**config.mk**
```make
export PLATFORM = sky130hd
export DESIGN_NAME = full_st0_phase_seq
export DESIGN_NICKNAME = d
export VERILOG_FILES = /design/src/rtl/full_st0_phase_seq_pkg.sv /design/src/rtl/full_st0_phase_cnt.sv /design/src/rtl/full_st0_phase_seq.sv
export SDC_FILE = /design/constraint.sdc
export NUM_CORES = 1
export LEC_CHECK = 0
export BUFFER_PORTS_ARGS = -buffer_cell sky130_fd_sc_hd__buf_2
export CAP_MARGIN = 10
export CORE_ASPECT_RATIO = 1.1
export CORE_MARGIN = 2
export CORE_UTILIZATION = 40
export CTS_CLUSTER_DIAMETER = 80
export CTS_CLUSTER_SIZE = 40
export DETAILED_ROUTE_END_ITERATION = 8
export SLEW_MARGIN = 25
export SYNTH_ARGS = -nofsm -noshare
export SYNTH_HDL_FRONTEND = slang
export SYNTH_SLANG_ARGS = --single-unit
```
**constraint.sdc**
```tcl
create_clock -name clk -period 1.56 [get_ports clk]
set_input_delay 0.078 -clock clk [delete_from_list [all_inputs] [get_ports clk]]
set_output_delay 0.078 -clock clk [all_outputs]
set_load 0.03 [all_outputs]
```
**src/rtl/full_st0_phase_seq_pkg.sv**
```systemverilog
// Shared stage types: state encoding, default geometry and field widths.
// No logic; constants and types only.
// No flow control of its own.
package full_st0_phase_seq_pkg;

    localparam int NUM_TAPS_DEF   = 12;
    localparam int PIPE_LAT_DEF   = 5;
    localparam int ERR_PHASES_DEF = 4;

    localparam int TAP_W   = 4;   // tap counter / tap_address width
    localparam int ADDR_W  = 7;   // data memory address width
    localparam int DRN_W   = 4;   // drain counter width
    localparam int PHASE_W = 2;   // error phase width

    typedef enum logic [2:0] {
        ST_IDLE  = 3'd0,
        ST_FWD   = 3'd1,
        ST_DRAIN = 3'd2,
        ST_ERR   = 3'd3,
        ST_UPD   = 3'd4
    } state_t;

endpackage

```
**src/rtl/full_st0_phase_cnt.sv**
```systemverilog
// Loadable wrap counter: counts 0..i_max with enable, wraps to 0, flags terminal count.
// Count updates one cycle after i_en/i_load; o_tc is combinational from the count.
// No backpressure; the owner gates i_en.
module full_st0_phase_cnt #(
    parameter int WIDTH = 4
) (
    input  logic             clk,
    input  logic             reset,
    input  logic             i_load,
    input  logic [WIDTH-1:0] i_load_val,
    input  logic             i_en,
    input  logic [WIDTH-1:0] i_max,
    output logic [WIDTH-1:0] o_count,
    output logic             o_tc
);

    logic [WIDTH-1:0] r_count;

    // Load has priority over counting; wrap back to zero at the terminal value.
    always_ff @(posedge clk) begin
        if (reset) begin
            r_count <= '0;
        end else if (i_load) begin
            r_count <= i_load_val;
        end else if (i_en) begin
            r_count <= (r_count == i_max) ? '0 : r_count + 1'b1;
        end
    end

    assign o_count = r_count;
    assign o_tc    = (r_count == i_max);

endmodule

```
**src/rtl/full_st0_phase_seq.sv**
```systemverilog
// Stage-0 phase sequencer: forward tap sweep, pipeline drain, error collection, tap update sweep.
// Addresses are combinational from state/counters; update_done is registered (first IDLE cycle).
// out_rdy low freezes the forward sweep; the update sweep never stalls.
module full_st0_phase_seq
    import full_st0_phase_seq_pkg::*;
#(
    parameter int NUM_TAPS   = NUM_TAPS_DEF,
    parameter int PIPE_LAT   = PIPE_LAT_DEF,
    parameter int ERR_PHASES = ERR_PHASES_DEF
) (
    input  logic               clk,
    input  logic               reset,
    input  logic               start,
    input  logic [ADDR_W-1:0]  data_base,
    input  logic               out_rdy,
    input  logic               error_valid,
    input  logic               error_last,
    output logic               busy,
    output logic               active,
    output logic               active_start,
    output logic [TAP_W-1:0]   tap_address,
    output logic [ADDR_W-1:0]  data_read_addr,
    output logic [PHASE_W-1:0] error_phase,
    output logic               error_tap_update,
    output logic               update_done
);

    state_t              r_state;
    state_t              w_next;
    logic [ADDR_W-1:0]   r_base;
    logic                r_fwd_first;
    logic                r_update_done;

    logic                w_tap_load, w_tap_en, w_tap_tc;
    logic [TAP_W-1:0]    w_tap_cnt;
    logic                w_drn_load, w_drn_en, w_drn_tc;
    logic [DRN_W-1:0]    w_drn_cnt;
    logic                w_ph_load, w_ph_en, w_ph_tc;
    logic [PHASE_W-1:0]  w_ph_cnt;

    // Shared by the forward and update sweeps; wraps to 0 after the last tap.
    full_st0_phase_cnt #(.WIDTH(TAP_W)) u_tap_cnt (
        .clk        (clk),
        .reset      (reset),
        .i_load     (w_tap_load),
        .i_load_val ('0),
        .i_en       (w_tap_en),
        .i_max      (TAP_W'(NUM_TAPS - 1)),
        .o_count    (w_tap_cnt),
        .o_tc       (w_tap_tc)
    );

    full_st0_phase_cnt #(.WIDTH(DRN_W)) u_drn_cnt (
        .clk        (clk),
        .reset      (reset),
        .i_load     (w_drn_load),
        .i_load_val ('0),
        .i_en       (w_drn_en),
        .i_max      (DRN_W'(PIPE_LAT - 1)),
        .o_count    (w_drn_cnt),
        .o_tc       (w_drn_tc)
    );

    full_st0_phase_cnt #(.WIDTH(PHASE_W)) u_ph_cnt (
        .clk        (clk),
        .reset      (reset),
        .i_load     (w_ph_load),
        .i_load_val ('0),
        .i_en       (w_ph_en),
        .i_max      (PHASE_W'(ERR_PHASES - 1)),
        .o_count    (w_ph_cnt),
        .o_tc       (w_ph_tc)
    );

    // State register; reset wins over any pending start.
    always_ff @(posedge clk) begin
        if (reset) begin
            r_state <= ST_IDLE;
        end else begin
            r_state <= w_next;
        end
    end

    // Base latch and one-cycle flags for active_start and update_done.
    always_ff @(posedge clk) begin
        if (reset) begin
            r_base        <= '0;
            r_fwd_first   <= 1'b0;
            r_update_done <= 1'b0;
        end else begin
            if (r_state == ST_IDLE && start) begin
                r_base <= data_base;
            end
            r_fwd_first   <= (r_state == ST_IDLE) && start;
            r_update_done <= (r_state == ST_UPD) && w_tap_tc;
        end
    end

    // Next-state, counter control and per-state outputs; unowned outputs stay 0.
    always_comb begin
        w_next           = r_state;
        w_tap_load       = 1'b0;
        w_tap_en         = 1'b0;
        w_drn_load       = 1'b0;
        w_drn_en         = 1'b0;
        w_ph_load        = 1'b0;
        w_ph_en          = 1'b0;
        active           = 1'b0;
        active_start     = 1'b0;
        tap_address      = '0;
        data_read_addr   = '0;
        error_phase      = '0;
        error_tap_update = 1'b0;
        case (r_state)
            ST_IDLE: begin
                if (start) begin
                    w_next     = ST_FWD;
                    w_tap_load = 1'b1;
                end
            end
            ST_FWD: begin
                active         = out_rdy;
                active_start   = r_fwd_first;
                tap_address    = w_tap_cnt;
                data_read_addr = r_base + {{(ADDR_W - TAP_W){1'b0}}, w_tap_cnt};
                w_tap_en       = out_rdy;
                if (out_rdy && w_tap_tc) begin
                    w_next     = ST_DRAIN;
                    w_drn_load = 1'b1;
                end
            end
            ST_DRAIN: begin
                w_drn_en = 1'b1;
                if (w_drn_tc) begin
                    w_next    = ST_ERR;
                    w_ph_load = 1'b1;
                end
            end
            ST_ERR: begin
                error_phase = w_ph_cnt;
                w_ph_en     = error_valid;
                if (error_valid && error_last) begin
                    w_next     = ST_UPD;
                    w_tap_load = 1'b1;
                end
            end
            ST_UPD: begin
                error_tap_update = 1'b1;
                tap_address      = w_tap_cnt;
                w_tap_en         = 1'b1;
                if (w_tap_tc) begin
                    w_next = ST_IDLE;
                end
            end
            default: begin
                w_next = ST_IDLE;
            end
        endcase
    end

    assign busy        = (r_state != ST_IDLE);
    assign update_done = r_update_done;

endmodule

```
# ---- Word level (Yosys, flattened, before mapping)
# Index checks and enable logic that the tools add are counted.
dict set report word_totals {
  ff_bits 22
  inputBits 13
  output_inout_bits 18
}
dict set report classes {
  addsub 4
  n_eq_ne 12
  muxes 25
  reduce_logical 11
}
# operator n
set ops {}
lappend ops {{$mux 3} 5}
lappend ops {{$pmux 3 s5} 1}
lappend ops {{$mux 4} 3}
lappend ops {{$mux 1} 11}
lappend ops {{$add 4x1->4 const B} 2}
lappend ops {{$ne 2x2->1 const B} 4}
lappend ops {{$reduce_or 2->1} 4}
lappend ops {{$add 7x4->7} 1}
lappend ops {{$mux 7} 1}
lappend ops {{$eq 3x2->1 const B} 2}
lappend ops {{$reduce_and 5->1} 1}
lappend ops {{$eq 4x3->1 const B} 1}
lappend ops {{$eq 4x4->1 const B} 1}
lappend ops {{$logic_and 1x1->1} 4}
lappend ops {{$mux 2} 2}
lappend ops {{$pmux 1 s2} 2}
lappend ops {{$eq 3x1->1 const B} 1}
lappend ops {{$eq 3x3->1 const B} 1}
lappend ops {{$logic_not 3->1} 1}
lappend ops {{$reduce_bool 3->1} 1}
lappend ops {{$add 2x1->2 const B} 1}
lappend ops {{$eq 2x2->1 const B} 1}
lappend ops {{$ne 2x1->1 const B} 1}

# ---- Depth between registers and ports, before layout
# Gate-level depths: netlist of the first run.
dict set report depth {
  ltp_word 5
  ltp_mapped 6
  depth_no_buf 6
}

# ---- Cells and area by module
# A second synthesis of the first run with hierarchy kept.
dict set report hier_totals {
  cells_unflattened 198
  hier_area_um2 1599.0
}
# mod n_inst cells_each area_each_um2
set by_module_without_submodules {}
lappend by_module_without_submodules {full_st0_phase_seq 1 115 852.1}
lappend by_module_without_submodules {{full_st0_phase_cnt at u_drn_cnt ...} 2 32 302.8}
lappend by_module_without_submodules {{full_st0_phase_cnt at u_ph_cnt} 1 19 141.4}

# ---- Worst setup path before layout of the first run
# OpenSTA, ideal clock, no wires.
dict set report synth_timing {
  path_type {reg2out}
  start {register u_tap_cnt.r_count[0] (netlist: u_tap_cnt.o_count[0])}
  end {output data_read_addr[6]}
  arrival_ps 1958
  t_required_ps 1482
  path_slack_ps -476
  path_stages_with_launch 7
  cell_sequence {dfxtp_1 -> ha_1 -> fa_1 -> a21o_1 -> a21oi_1 -> o21ai_0 -> a21oi_1}
}
dict set report synth_between {
  elab_chain_len 2
}
# item line
set synth_lines {}
lappend synth_lines {{start: declaration} full_st0_phase_cnt.sv:17} ;# logic [WIDTH-1:0] r_count;
lappend synth_lines {{start signal: assignment} full_st0_phase_cnt.sv:24} ;# r_count <= i_load_val;
lappend synth_lines {{start signal: assignment} full_st0_phase_cnt.sv:26} ;# r_count <= (r_count == i_max) ? '0 : r_count + 1'b1;
lappend synth_lines {{$add 7x4->7} full_st0_phase_seq.sv:125} ;# data_read_addr = r_base + {{(ADDR_W - TAP_W){1'b0}}, w_tap_cnt};
lappend synth_lines {{$mux 7} full_st0_phase_seq.sv:114} ;# case (r_state)
lappend synth_lines {{end: declaration} full_st0_phase_seq.sv:22} ;# output logic [ADDR_W-1:0] data_read_addr,
# Every way passes these cells.

# ---- Worst setup path in the final report of the first run
dict set report layout_timing {
  start {register u_tap_cnt.r_count[1] (netlist: u_tap_cnt.o_count[1])}
  end {output data_read_addr[6]}
}
# The elaborated chain is that of the path after synthesis.

==> flow_summary_export.csv, run 1 <==
group,metric,value,unit
clock_network,cts.sinks,22,
critical_path,end_kind,"primary output",
critical_path,timing.rr.end,"r_state[0]",
layout,fillers,266,
grt,grt_pass1_wl,5660,um
critical_path,cp.depth,6,
sta,max_freq,491,MHz
drt,drt_wl_total,3540,um
critical_path,critPathSlowestCell,"dfxtp_1",
drt,drt_iter0_drc,17,
sta,period_share,130,%
grt,grt_overflow,0,
sta,grt_setup_unrepaired,"yes",
floorplan,fp.dieW,58.4,um
synthesis,ys_ff_latch,22,
placed_design,port_buffers,30,
sta,finalSetupViolCount,9,
floorplan,ios,31,
critical_path,rrSetupSlack,-0.04,ns
sta,finalHoldViolCount,0,
critical_path,max_stage_delay,0.47,ns
drt,via_per_inst,5.31,
placed_design,dpl_cell_area,1630,um2
critical_path,startpoint,"u_tap_cnt.o_count[1]",
drt,drt_first_pass_iters,4,
critical_path,rr_startpoint,"u_tap_cnt.o_count[1]",
drt,drc,0,
floorplan,floorplan.initialDensity,42.4,%
power_and_ir_drop,p_clk_share,27.4,%
sta,worstMarginPinSlew,0.386,ns
layout,final_common_cell,"buf_4",
floorplan,dieArea,3730,um2
layout,num-nets-final,244,
power_and_ir_drop,p_leak,0.822,nW
grt,met3_usage,2.23,%
sta,finalSetupTns,-2.06,ns
power_and_ir_drop,p_per_area,601,nW/um2
clock_network,path_clk_slew,0.12,ns
critical_path,cp_num_buf_inv,1,
layout,final_cells,255,
placed_design,gp_congestion,0.763,
sta,finalClockSkew,0.00455,ns
critical_path,path_common_cell,"a21oi_4",
power_and_ir_drop,netSwitchingFraction,28.0,%
clock_network,h-tree-depth,1,
synthesis,synth.distinct_cells,36,
synthesis,synth_nets,185,
job,drv_cap,0,
critical_path,path_max_fanout,3,
floorplan,core_area,3070,um2
grt,grt_max_degree,17,
run_status,status,"finished, violations left",
synthesis,syn_inst,163,
clock_network,root_buffer,"clkbuf_4",
critical_path,crit_end,"data_read_addr[6]",
placed_design,place_ws,-0.213,ns
sta,layout_setup_ws,-0.475,ns
critical_path,worst_setup_path_start_kind,"flop",
grt,use_met1,21.8,%
layout,drive_gt1_share,37.1,%
grt,track_usage,19.5,%
critical_path,cp.required,1.48,ns
power_and_ir_drop,seqPwrFrac,51.6,%
layout,mostFrequentLayoutCells,"28 x buf_4, 24 x nand2_1, 18 x buf_2, 16 x dfxtp_1, 14 x a21oi_1",
clock_network,cts_tree,"yes",
layout,postLayoutCellArea,1920,um2
critical_path,reg2reg_depth,6,
synthesis,netlist_area,1300,um2
placed_design,dp_cells,236,
min_path,hp-start,"error_last",
power_and_ir_drop,combPwrFrac,21.0,%
clock_network,cts_buffers,3,
critical_path,critPathKind,"reg -> out",
drt,postRouteAntennaNets,0,
grt,grt_use_met2,35.5,%
power_and_ir_drop,p_int,832,uW
grt,grt_most_used_layer,"met2",
critical_path,worstPathArrival,1.96,ns
grt,first_global_vias,1339,
critical_path,path_delay_family,"flip-flops",
drt,routedWlPerCell,13.9,um
sta,max_slew_margin,74.2,%
placed_design,hpwl,2410,um
layout,num_antenna_cells,0,
min_path,hp-class,"in -> reg",
synthesis,ys_seq_area_share,33.8,%
power_and_ir_drop,irDropWorstVdd,0.435,mV
clock_network,clk_latency,0.31,ns
power_and_ir_drop,switching_power,324,uW
power_and_ir_drop,total_power,1.16,mW
floorplan,die_h,63.9,um
floorplan,rows,21,
critical_path,path_cells,"fa_2, a21o_1, a21oi_4, or3_4, a21oi_4, buf_6",
grt,antenna_found_initial,0,
synthesis,syn_area_per_cell,7.99,um2
clock_network,cts_max_path_buffers,2,
sta,finalMaxSlewViolations,0,
layout,area_delta_synth_final,47.6,%
sta,fin_crit,2.03,ns
run_status,violations,"negative setup slack",
drt,via_count,1355,
synthesis,ys_warn_count,0,
## area by class of cell
cell class / instances / area (um2) / area share [%]
clock buffers: 4 / 36.3 / 1.89
multi-input cells: 129 / 917 / 47.7
repair buffers: 60 / 445 / 23.2
inverters: 6 / 22.5 / 1.17
flip-flops and latches: 22 / 458 / 23.8
well taps: 34 / 42.5 / 2.21
## power groups by stage
| stage | Combinational, mW | Clock (mW) | Sequential [mW] |
|---|---|---|---|
| 2_1_floorplan | 0.124 | 0 | 0.608 |
| 3_3_place_gp | 0.188 | 0 | 0.614 |
| 3_5_place_dp | 0.193 | 0 | 0.614 |
| 4_1_cts | 0.218 | 0.321 | 0.596 |
| 5_1_grt | 0.267 | 0.357 | 0.600 |
| 6_report | 0.243 | 0.316 | 0.597 |
## cells in the mapped netlist (all sizes together)
cell type | count | share of area (%)
xor2 | 3 | 2.0
nor3b | 4 | 3.6
a31oi | 2 | 0.96
buf | 3 | 1.2
nor3 | 6 | 2.3
or3 | 4 | 1.9
nand3 | 5 | 1.9
a21oi | 18 | 7.2
inv | 6 | 1.7
mux2i | 3 | 2.3
dfxtp | 22 | 34
nand2 | 25 | 7.2
or4 | 1 | 0.58
a41oi | 1 | 0.67
o21ai | 4 | 1.5
or4b | 1 | 0.77
nor2b | 4 | 1.9
fa | 1 | 1.5
a211oi | 1 | 0.58
nand3b | 3 | 1.7
nor2 | 14 | 4.0
o211ai | 2 | 1.2
nand4 | 1 | 0.48
clkbuf | 3 | 0.86
a21o | 2 | 1.2
xnor2 | 3 | 2.0
and3b | 2 | 1.3
ha | 8 | 7.7
and2 | 7 | 3.4
a32oi | 1 | 0.67
o21bai | 3 | 1.7
## flip-flops by register name, summed over array words and instances (netlist names)
register	count
r_base	7
u_drn_cnt.o_count	4
u_tap_cnt.o_count	4
r_state	3
u_ph_cnt.o_count	2
r_fwd_first	1
update_done	1
## worst reg2reg max path, stage by stage (launching register included)
cell      delay (ns)
dfxtp_1         0.47
buf_4           0.17
ha_1            0.21
nand3b_1        0.13
o211ai_1        0.24
mux2i_1         0.21
nor3_1          0.06
## routing by layer
layer,up-vias,routed length [um]
li1,681,-
met1,634,1380
met2,28,1920
met3,12,111
met4,0,128
met5,-,0
## kinds of logic after synthesis
group                    count (synthesis)  share of synthesized area (%)
AND/OR/NAND/NOR                         77                           31.1
AO/OA/AOI/OAI                           34                           15.7
flip-flops                              22                           33.8
buffers and inverters                   12                           3.84
adder cells (fa/ha/maj)                  9                           9.22
XOR/XNOR                                 6                           4.04
multiplexers                             3                           2.31
## what timing repair did
action | in CTS | in global routing
hold endpoints to repair | 3 | 4
gates resized for setup | 21 | 21
hold buffers | 3 | 4
pin swaps | 5 | 7
setup buffers | 4 | 4
endpoints found under the setup margin | 13 | 26
## worst min path at each step
stage	depth (start not counted)	end	slack, ns
floorplan	2	r_base[2]	0.21
global placement	3	r_base[4]	0.32
detailed placement	3	r_base[2]	0.33
CTS	3	r_base[4]	0.0007
global route	2	r_base[4]	0.13
finish	3	r_state[2]	0.09
## metrics by stage
stage,util (%),hold WS (ns)
global placement,53.1,0.320
finish,62.5,0.0910
floorplan,-,0.214
global route,62.5,0.129
CTS,58.4,0.000705
detailed placement,53.1,0.327
Note: power is estimated with default switching activity, not from simulation.
==> run 2: changes to the inputs <==
--- a/config.mk
+++ b/config.mk
@@ -9,10 +9,11 @@
 export CAP_MARGIN = 10
 export CORE_ASPECT_RATIO = 1.1
 export CORE_MARGIN = 2
-export CORE_UTILIZATION = 40
+export CORE_UTILIZATION = 44
 export CTS_CLUSTER_DIAMETER = 80
 export CTS_CLUSTER_SIZE = 40
 export DETAILED_ROUTE_END_ITERATION = 8
+export PLACE_DENSITY = 0.7
 export SLEW_MARGIN = 25
 export SYNTH_ARGS = -nofsm -noshare
 export SYNTH_HDL_FRONTEND = slang
==> constraint.sdc (replaced) <==
create_clock -name clk -period 1.56 [get_ports clk]
set_input_delay 0.234 -clock clk [delete_from_list [all_inputs] [get_ports clk]]
set_output_delay 0.234 -clock clk [all_outputs]
set_load 0.03 [all_outputs]
==> flow_summary_export.csv, run 2 (same netlist as run 1, synthesis figures left out) <==
group,metric,value,unit
grt,grt_max_degree,17,
layout,postLayoutCellArea,2100,um2
sta,fin_crit,2.17,ns
grt,first_global_vias,1511,
placed_design,dpl_cell_area,1680,um2
layout,num_antenna_cells,0,
floorplan,dieArea,3410,um2
critical_path,path_max_fanout,3,
sta,max_slew_margin,76.4,%
grt,grt_overflow,0,
min_path,hp-start,"data_base[3]",
layout,mostFrequentLayoutCells,"29 x buf_6, 24 x nand2_1, 19 x buf_4, 17 x dfxtp_1, 15 x buf_2",
grt,antenna_found_initial,0,
clock_network,root_buffer,"clkbuf_4",
power_and_ir_drop,p_leak,0.885,nW
floorplan,ios,31,
placed_design,gp_congestion,0.815,
sta,finalMaxSlewViolations,0,
grt,track_usage,23.5,%
layout,final_common_cell,"buf_6",
floorplan,die_h,61.1,um
placed_design,hpwl,2460,um
sta,finalClockSkew,0.00634,ns
placed_design,dp_cells,238,
run_status,violations,"negative setup slack",
clock_network,cts.sinks,22,
power_and_ir_drop,p_per_area,572,nW/um2
job,drv_cap,0,
layout,top_register,"r_base",
clock_network,path_clk_slew,0.13,ns
sta,finalSetupViolCount,20,
layout,final_cells,257,
critical_path,cp.required,1.33,ns
drt,via_count,1416,
drt,postRouteAntennaNets,0,
critical_path,rr_startpoint,"r_state[2]",
grt,grt_pass1_wl,6260,um
critical_path,critPathKind,"reg -> out",
sta,layout_setup_ws,-0.608,ns
clock_network,h-tree-depth,1,
sta,finalHoldViolCount,0,
sta,max_freq,461,MHz
layout,drive_gt1_share,50.0,%
sta,period_share,139,%
drt,drt_iter0_drc,33,
critical_path,startpoint,"u_tap_cnt.o_count[0]",
drt,drt_wl_total,3820,um
clock_network,clk_latency,0.32,ns
sta,grt_setup_unrepaired,"yes",
critical_path,worst_setup_path_start_kind,"flop",
floorplan,fp.dieW,55.9,um
run_status,status,"finished, violations left",
sta,worstMarginPinSlew,0.353,ns
drt,routedWlPerCell,14.9,um
power_and_ir_drop,irDropWorstVdd,0.423,mV
layout,area_delta_synth_final,61.0,%
floorplan,rows,20,
placed_design,port_buffers,30,
critical_path,worstPathArrival,1.93,ns
clock_network,cts_max_path_buffers,2,
layout,largest_reg_flops,7,
drt,drc,0,
floorplan,floorplan.initialDensity,46.5,%
floorplan,core_area,2800,um2
clock_network,cts_tree,"yes",
min_path,hp-class,"in -> reg",
clock_network,cts_buffers,3,
drt,drt_first_pass_iters,4,
layout,fillers,216,
drt,via_per_inst,5.51,
layout,num-nets-final,247,
critical_path,end_kind,"primary output",
[run 2: cell count changes in the layout (fill, tap and decap cells not counted), sizes merged]
cell,delta
clkbuf,-1
dlygate4sd3,-7
buf,+11
[run 2: final timing paths]
check,slack (ns),cells after the start,to
max,-0.61,7,data_read_addr[4]
min,0.14,3,r_base[3]
max reg2reg,-0.10,6,u_tap_cnt.o_count[3]
min reg2reg,0.48,2,r_base[3]
[run 2: cell type report]
| cell class | count | area, um2 | area share [%] |
|---|---|---|---|
| Multi-Input combinational cell | 129 | 998 | 47.6 |
| Timing Repair Buffer | 63 | 544 | 26.0 |
| Sequential cell | 22 | 454 | 21.7 |
| Tap cell | 33 | 41.3 | 1.97 |
| Clock buffer | 4 | 36.3 | 1.73 |
| Inverter | 6 | 22.5 | 1.07 |
[run 2: per-layer routing]
metal  vias up  routed length (um)  GRT usage, %
met2        36                2040          47.6
met5         -                   0             0
met3        13                 142          3.57
li1        687                   -             -
met1       680                1510          24.4
met4         0                 125          10.9
[run 2: metrics by stage]
stage | utilization [%] | power [mW] | TNS (ns) | hold slack [ns] | setup slack, ns
after floorplan | - | 0.738 | -0.502 | 0.370 | -0.234
after detailed placement | 59.8 | 0.816 | -1.19 | 0.454 | -0.404
after global routing | 74.8 | 1.25 | -5.87 | 0.123 | -0.677
after CTS | 73.2 | 1.20 | -4.27 | 0.130 | -0.658
after global placement | 59.8 | 0.808 | -0.995 | 0.446 | -0.354
final | 74.8 | 1.20 | -4.31 | 0.136 | -0.608
[run 2: critical path: stages, from the launching register on]
cell and delay (ns):
dfxtp_2 0.36, ha_4 0.16, fa_2 0.34, a21o_1 0.19, a21oi_4 0.19, xor2_2 0.20
nor2_4 0.04, buf_6 0.14
[run 2: where the power goes]
group,switching (mW),internal (mW)
clock,0.184,0.143
sequential,0.0167,0.577
combinational,0.149,0.130
total,0.350,0.850
[run 2: timing repair]
| action | in CTS | in global routing |
|---|---|---|
| hold buffers | 0 | 0 |
| buffers inserted | 16 | 5 |
| hold endpoints to repair | 0 | 0 |
| endpoints found under the setup margin | 17 | 27 |
| resized for setup | 65 | 17 |
| pin swaps | 14 | 11 |
==> run 3: changes to the inputs <==
--- a/config.mk
+++ b/config.mk
@@ -14,6 +14,7 @@
 export CTS_CLUSTER_SIZE = 40
 export DETAILED_ROUTE_END_ITERATION = 8
 export PLACE_DENSITY = 0.7
+export REMOVE_ABC_BUFFERS = 1
 export SLEW_MARGIN = 25
 export SYNTH_ARGS = -nofsm -noshare
 export SYNTH_HDL_FRONTEND = slang
==> flow_summary_export.csv, run 3 (same netlist as run 1, synthesis figures left out) <==
group,metric,value,unit
grt,track_usage,21.0,%
sta,finalSetupViolCount,17,
floorplan,floorplan.initialDensity,46.5,%
layout,final_cells,255,
grt,use_met1,22.9,%
placed_design,gp_congestion,0.900,
layout,final_common_cell,"buf_4",
sta,finalClockSkew,0.00376,ns
drt,drc,0,
clock_network,path_clk_slew,0.13,ns
clock_network,root_buffer,"clkbuf_4",
sta,fin_crit,2.18,ns
clock_network,cts_hold_buf,0,
job,drv_cap,0,
layout,utilization,72.9,%
floorplan,dieArea,3410,um2
drt,via_count,1386,
min_path,hold_path_depth,3,
sta,worstMarginPinSlew,0.319,ns
drt,drt_first_pass_iters,4,
layout,fillers,219,
clock_network,clk_latency,0.32,ns
grt,first_global_vias,1326,
drt,drt_iter0_drc,27,
critical_path,end_kind,"primary output",
drt,via_per_inst,5.44,
placed_design,hpwl,2410,um
placed_design,place_ws,-0.539,ns
min_path,hp-class,"in -> reg",
critical_path,path_max_fanout,3,
critical_path,max_stage_delay,0.36,ns
layout,mostFrequentLayoutCells,"26 x buf_4, 23 x nand2_1, 21 x buf_6, 14 x a21oi_1, 13 x buf_2",
sta,finalHoldViolCount,0,
grt,antenna_found_initial,0,
clock_network,cts_max_path_buffers,2,
grt,met3_usage,3.15,%
critical_path,worstPathArrival,1.94,ns
placed_design,port_buffers,30,
critical_path,critPathSlowestCell,"dfxtp_2",
run_status,violations,"negative setup slack",
drt,routedWlPerCell,14.2,um
drt,postRouteAntennaNets,0,
floorplan,fp.dieW,55.9,um
power_and_ir_drop,irDropWorstVdd,0.578,mV
sta,finalMaxSlewViolations,0,
critical_path,cp_num_buf_inv,1,
sta,hold_slack,0.130,ns
power_and_ir_drop,p_per_area,638,nW/um2
sta,period_share,139,%
layout,num-nets-final,245,
sta,layout_setup_ws,-0.615,ns
grt,grt_max_degree,17,
sta,finalSetupTns,-3.63,ns
floorplan,core_area,2800,um2
floorplan,ios,31,
critical_path,path_cells,"ha_4, fa_2, a21o_1, a21oi_2, o21ai_1, a21oi_1, buf_4",
critical_path,critPathKind,"reg -> out",
drt,drt_wl_total,3630,um
layout,largest_reg_flops,7,
layout,num_antenna_cells,0,
grt,grt_use_met2,41.0,%
grt,grt_overflow,0,
layout,drive_gt1_share,46.8,%
sta,max_slew_margin,78.8,%
grt,grt_pass1_wl,5550,um
floorplan,die_h,61.1,um
run_status,status,"finished, violations left",
power_and_ir_drop,p_leak,0.870,nW
floorplan,rows,20,
layout,top_register,"r_base",
clock_network,h-tree-depth,1,
clock_network,cts_tree,"yes",
sta,grt_setup_unrepaired,"yes",
sta,max_freq,460,MHz
critical_path,reg2reg_depth,5,
critical_path,worst_setup_path_start_kind,"flop",
critical_path,cp.required,1.33,ns
critical_path,cp.depth,7,
grt,grt_most_used_layer,"met2",
layout,area_delta_synth_final,56.9,%
clock_network,cts.sinks,22,
critical_path,path_delay_family,"compound AO/OA/AOI/OAI gates",
clock_network,cts_buffers,3,
placed_design,dp_cells,237,
## run 3: cell count changes in the layout (fill, tap and decap cells not counted), moves of 4 or more
| cell | previous run | this run |
|---|---|---|
| dfxtp_1 | 17 | 12 |
| buf_4 | 19 | 26 |
| buf_6 | 29 | 21 |
| nor2b_1 | 0 | 4 |
| dfxtp_2 | 2 | 7 |
| nor2_2 | 4 | 0 |
| nor2_1 | 8 | 12 |
## run 3: metal layers
metal,vias to the layer above,part of all wire (%)
met1,669,41
met3,5,2.9
met5,-,0
li1,685,-
met2,27,55
met4,0,1.5
## run 3: timing repair
item                                    CTS  global route
endpoints found under the hold margin     0             0
endpoints found under the setup margin   19            26
buffers inserted                          7             9
resized for setup                        52            37
cloned                                    0             0
pin swaps                                14            21
## run 3: worst reg2reg max path: cells and delay by family (launching register included)
kind / cells / cell delay, ns
compound gates: 2 / 0.23
simple gates: 2 / 0.73
flops: 1 / 0.41
buf+inv: 1 / 0.15
## run 3: area by class of cell
cell class	count	area, um2	area share, %
clock buffers	3	22.5	1.10
clock inverters	1	30.0	1.47
inverters	6	22.5	1.10
multi-input cells	129	955	46.7
flip-flops and latches	22	460	22.5
well taps	33	41.3	2.02
repair buffers	61	512	25.0
## run 3: stage by stage
step,power [mW],instance area [um2]
2_1_floorplan,0.714,1270
3_3_place_gp,0.789,1590
3_5_place_dp,0.795,1590
4_1_cts,1.27,1850
5_1_grt,1.36,2040
6_report,1.30,2040
## run 3: path summary, 6_finish.rpt
kind	slack, ns	endpoint	from
worst min-delay path	0.13	r_base[3]	data_base[3]
worst max-delay path	-0.62	data_read_addr[6]	r_base[0]
worst min register to register	0.48	r_base[2]	r_base[2]
worst max register to register	-0.03	u_tap_cnt.o_count[3]	r_state[0]
## run 3: where the power goes
part	leakage, nW	switching (mW)	internal, mW
sequential	0.184	0.0194	0.578
clock	0.0279	0.194	0.260
combinational	0.658	0.130	0.122
total	0.870	0.343	0.960
